### src/rtl/des_key_schedule.sv
// Sequential DES key schedule: PC-1 on start, then one PC-2 subkey per accepted handshake,
// in K1..K16 (encrypt) or K16..K1 (decrypt) order.
module des_key_schedule (
    input  logic        clk,
    input  logic        rst_n,
    input  logic        start,
    input  logic        decrypt,
    input  logic [63:0] key_in,
    input  logic        subkey_ready,
    output logic        subkey_valid,
    output logic [47:0] subkey,
    output logic [3:0]  round_idx,
    output logic        busy,
    output logic        done
);

    typedef enum logic {S_IDLE, S_GEN} state_t;

    // DES tables use 1-based bit numbers with bit 1 at the MSB.
    localparam int PC1_TAB [56] = '{
        57, 49, 41, 33, 25, 17,  9,  1, 58, 50, 42, 34, 26, 18,
        10,  2, 59, 51, 43, 35, 27, 19, 11,  3, 60, 52, 44, 36,
        63, 55, 47, 39, 31, 23, 15,  7, 62, 54, 46, 38, 30, 22,
        14,  6, 61, 53, 45, 37, 29, 21, 13,  5, 28, 20, 12,  4
    };

    localparam int PC2_TAB [48] = '{
        14, 17, 11, 24,  1,  5,  3, 28, 15,  6, 21, 10,
        23, 19, 12,  4, 26,  8, 16,  7, 27, 20, 13,  2,
        41, 52, 31, 37, 47, 55, 30, 40, 51, 45, 33, 48,
        44, 49, 39, 56, 34, 53, 46, 42, 50, 36, 29, 32
    };

    // Bit i set means round i+1 shifts by two; rounds 1, 2, 9 and 16 shift by one.
    localparam logic [15:0] SH_TWO = 16'h7EFC;

    function automatic logic [55:0] pc1(input logic [63:0] k);
        logic [55:0] r;
        for (int i = 0; i < 56; i++) begin
            r[6'(55 - i)] = k[6'(64 - PC1_TAB[i])];
        end
        return r;
    endfunction

    function automatic logic [47:0] pc2(input logic [55:0] cd);
        logic [47:0] r;
        for (int i = 0; i < 48; i++) begin
            r[6'(47 - i)] = cd[6'(56 - PC2_TAB[i])];
        end
        return r;
    endfunction

    function automatic logic [27:0] rot28(input logic [27:0] x, input logic left, input logic two);
        logic [27:0] r;
        if (left) begin
            r = two ? {x[25:0], x[27:26]} : {x[26:0], x[27]};
        end else begin
            r = two ? {x[1:0], x[27:2]} : {x[0], x[27:1]};
        end
        return r;
    endfunction

    state_t      state_q, state_d;
    logic [27:0] c_q, c_d;
    logic [27:0] d_q, d_d;
    logic [3:0]  cnt_q, cnt_d;
    logic        dir_q, dir_d;
    logic [47:0] subkey_q, subkey_d;
    logic        done_q, done_d;
    logic [55:0] cd_pc1;
    logic        two;

    always_comb begin
        // NOTE: every variable gets a default before the case so no path can infer a latch.
        state_d  = state_q;
        c_d      = c_q;
        d_d      = d_q;
        cnt_d    = cnt_q;
        dir_d    = dir_q;
        subkey_d = subkey_q;
        done_d   = 1'b0;
        two      = 1'b0;
        cd_pc1   = pc1(key_in);

        case (state_q)
            S_IDLE: begin
                if (start) begin
                    state_d = S_GEN;
                    dir_d   = decrypt;
                    cnt_d   = 4'd0;
                    // Decrypt starts at C16/D16, which equals C0/D0 since the shifts sum to 28.
                    c_d     = decrypt ? cd_pc1[55:28] : rot28(cd_pc1[55:28], 1'b1, 1'b0);
                    d_d     = decrypt ? cd_pc1[27:0]  : rot28(cd_pc1[27:0],  1'b1, 1'b0);
                    subkey_d = pc2({c_d, d_d});
                end
            end
            S_GEN: begin
                if (subkey_ready) begin
                    if (cnt_q == 4'd15) begin
                        state_d = S_IDLE;
                        done_d  = 1'b1;
                    end else begin
                        cnt_d    = cnt_q + 4'd1;
                        two      = dir_q ? SH_TWO[4'd15 - cnt_q] : SH_TWO[cnt_q + 4'd1];
                        c_d      = rot28(c_q, !dir_q, two);
                        d_d      = rot28(d_q, !dir_q, two);
                        subkey_d = pc2({c_d, d_d});
                    end
                end
            end
            default: state_d = S_IDLE;
        endcase
    end

    always_ff @(posedge clk or negedge rst_n) begin
        if (!rst_n) begin
            state_q  <= S_IDLE;
            c_q      <= '0;
            d_q      <= '0;
            cnt_q    <= '0;
            dir_q    <= 1'b0;
            subkey_q <= '0;
            done_q   <= 1'b0;
        end else begin
            // NOTE: non-blocking so every register samples the pre-edge values of the others.
            state_q  <= state_d;
            c_q      <= c_d;
            d_q      <= d_d;
            cnt_q    <= cnt_d;
            dir_q    <= dir_d;
            subkey_q <= subkey_d;
            done_q   <= done_d;
        end
    end

    assign subkey_valid = (state_q == S_GEN);
    assign busy         = (state_q == S_GEN);
    assign subkey       = subkey_q;
    assign round_idx    = dir_q ? (4'd15 - cnt_q) : cnt_q;
    assign done         = done_q;

endmodule

### config.mk
export PLATFORM = sky130hd
export DESIGN_NAME = des_key_schedule
export DESIGN_NICKNAME = d
export VERILOG_FILES = /design/src/rtl/des_key_schedule.sv
export SDC_FILE = /design/constraint.sdc
export NUM_CORES = 1
export LEC_CHECK = 0
export ABC_AREA = 1
export CORE_MARGIN = 2
export CORE_UTILIZATION = 55
export CTS_BUF_LIST = sky130_fd_sc_hd__clkbuf_8
export DETAILED_ROUTE_END_ITERATION = 10
export DONT_BUFFER_PORTS = 1
export GPL_ROUTABILITY_DRIVEN = 0
export GPL_TIMING_DRIVEN = 0
export PLACE_DENSITY_LB_ADDON = 0.15
export SYNTH_ARGS = -nofsm -noshare
export SYNTH_HDL_FRONTEND = slang
export SYNTH_SLANG_ARGS = --single-unit
export TNS_END_PERCENT = 100
### constraint.sdc
create_clock -name clk -period 5 [get_ports clk]
set_input_delay 1 -clock clk [delete_from_list [all_inputs] [get_ports clk]]
set_output_delay 1 -clock clk [all_outputs]
set_load 0.05 [all_outputs]
==> summary.md <==
| Metric | Value |
|---|---|
| Top post-synthesis cells by area | `dfrtp_1 35%, nand3_1 19%, nand2_1 15%, buf_4 9.5%, nor2_1 3.2%` |
| Fillers | `around 780` |
| Launching point of the worst reg2reg path | `busy` |
| Most frequent cells in the layout | `176 x nand2_1, 174 x nand3_1, 63 x dfrtp_1` |
| Warnings from Yosys | `0` |
| Synth Instances | `667` |
| H-tree Lvls | `3` |
| Outcome | `finished clean` |
| RSZ-0062 raised after global routing | `no` |
| Yosys cell types | `24` |
| Multi-input gate area | `roughly 0.0023 sq mm` |
| Worst setup EP type | `primary output` |
| Vias in the first global route | `4266` |
| Detail Route Antenna Nets | `0` |
| Via count | `4744` |
| Reg2reg end | `c_q[20]` |
| Largest net degree at the start of global routing | `64` |
| Layout cell share with drive strength beyond 1 | `between 10% and 20%` |
| Gr ovfl total | `0` |
| Post-DP HPWL | `9150 microns` |
| # IOs | `124` |
| CP Max Fanout | `10` |
| Hold Path Class | `in -> async` |
| # rows | `33` |
| Seq. cell area | `0.00158 sq mm` |
| TritonCTS clock tree | `built` |
| Cells on worst reg2reg path | `9` |
| # hold bufs at CTS | `0` |
| R2R setup slack | `~2700 ps` |
| DR WL/cell | `~16 microns` |
| Routed Wire Length | `12600 microns` |
| Buffers on Ports | `0` |
| Worst-Margin Slew | `between 900 and 1000 ps` |
| Drt first pass iters | `6` |
| Worst Skew | `7.47 ps` |
| # setup viols final | `0` |
| Max-cap violations | `0` |
| DIE WIDTH | `94.6 microns` |
| Critical Path Start Type | `flop` |
| Final hold viol count | `0` |
| Resized cells post-CTS | `0` |
| Die H | `94.6 microns` |
| Post-synth top area share | `about a third` |
| CTS clk-pin slew, worst paths | `70 ps` |
| Core Area | `about 0.0081 sq mm` |
| Max-slew headroom | `33.6%` |
| First-pass GRT wire length | `20600 microns` |
| Total global-route track usage | `29.3%` |
| Nets | `770` |
| Most common cell after layout, fill and taps aside | `nand2_1` |
| P&R area growth vs syn | `9.56%` |
| Final period util | `63.0%` |
| Achievable Freq | `approximately 320 MHz` |
| Setup TNS | `0 ps` |
| Slew Viols, Final | `0` |
| Worst-skew pair later-pin latency | `350 ps` |
| Clock sinks | `63` |
| CTS buffer count | `9` |
| Setup bufs post-CTS | `0` |
| Area leader, netlist | `dfrtp_1` |
| Seq/Total Area, Yosys | `34.9%` |
| CP startpoint | `dir_q` |
| Min Clock Period, post-route | `3150 ps` |
| Mapped Area | `0.00452 sq mm` |
| Starting Density | `55.8%` |
| Number of synthesized register bits | `63` |
| CTS root buffer | `clkbuf_8` |
| Required time of the critical path | `4000 ps` |
| Clock buffer depth | `2` |
| Crit path kind | `reg -> out` |
| Crit path arrival time | `2150 ps` |
| Antenna violations before repair | `0` |
| Die ar. | `0.00895 sq mm` |
| Post-Syn Area per Cell | `6.77 sq um` |
| Vias/cell | `5.86` |
| Antenna Cells | `0` |
| # DRC | `0` |
| First DRT Iteration DRCs | `around 600` |
layout make-up:
class / instances / area share [%]
clock buffer: 10 / 2.78
inverter: 37 / 2.81
tap: 105 / 2.65
multi-input combinational: 496 / 45.8
clock inverter: 6 / 1.69
sequential: 63 / 31.9
buffer: 92 / 12.4
cells by family after synthesis:
family,after synthesis,share of synthesized area (%)
AO/OA/AOI/OAI,74,8.84
XOR/XNOR,4,0.776
adder cells (fa/ha/maj),2,0.554
buffers and inverters,129,16.7
flip-flops,63,34.9
other,1,0.0830
AND/OR/NAND/NOR,394,38.1
cells in the mapped netlist:
cell type and instances:
xor2_1 4, o21ai_0 25, o21ai_1 6, and2_1 1, buf_6 6, nand2_2 1
conb_1 1, a211oi_1 8, nor2_1 38, nand3_2 1, nand4_1 1, clkbuf_1 11
ha_1 2, buf_4 57, nand2_1 176, buf_2 9, dfrtp_1 63, nor3_2 2
nand3_1 174, a21oi_1 28, inv_2 5, buf_1 9, o22ai_1 7, inv_1 32
worst max-delay path: stages (launching register included):
cell	delay, ps
dfrtp_1	320
buf_2	180
buf_1	470
xor2_1	830
registers in the layout, indices dropped and copies added, names as in the netlist:
register  cells
c_q          28
d_q          27
cnt_q         4
busy          1
dir_q         1
done          1
subkey        1
per-layer routing:
layer	global-route usage [%]	routed length (microns)	vias up
li1	-	-	2213
met1	42.1	5500	2151
met2	42.4	5420	341
met3	4.95	1370	39
met4	15.2	329	0
met5	0	0	-
through the flow:
stage	hold slack [ps]	utilization (%)	worst slack (ps)	std cells	area, sq um
floorplan	471	-	2410	688	4600
detailed placement	492	58.4	2220	793	4730
global placement	489	58.4	2240	793	4730
global route	321	61.1	1730	809	4950
CTS	325	61.1	1840	809	4950
finish	338	61.1	1850	809	4950
worst max path at each step:
| stage | endpoint | slack (ps) | depth (start not counted) |
|---|---|---|---|
| floorplan | round_idx[0] | 2410 | 3 |
| global placement | round_idx[2] | 2240 | 3 |
| global route | round_idx[2] | 1730 | 3 |
| CTS | round_idx[0] | 1840 | 3 |
| finish | round_idx[3] | 1850 | 3 |
| detailed placement | round_idx[0] | 2220 | 3 |
Power is not shown: default switching activity piles up to over one toggle a cycle in this logic, so the estimate is an artifact.
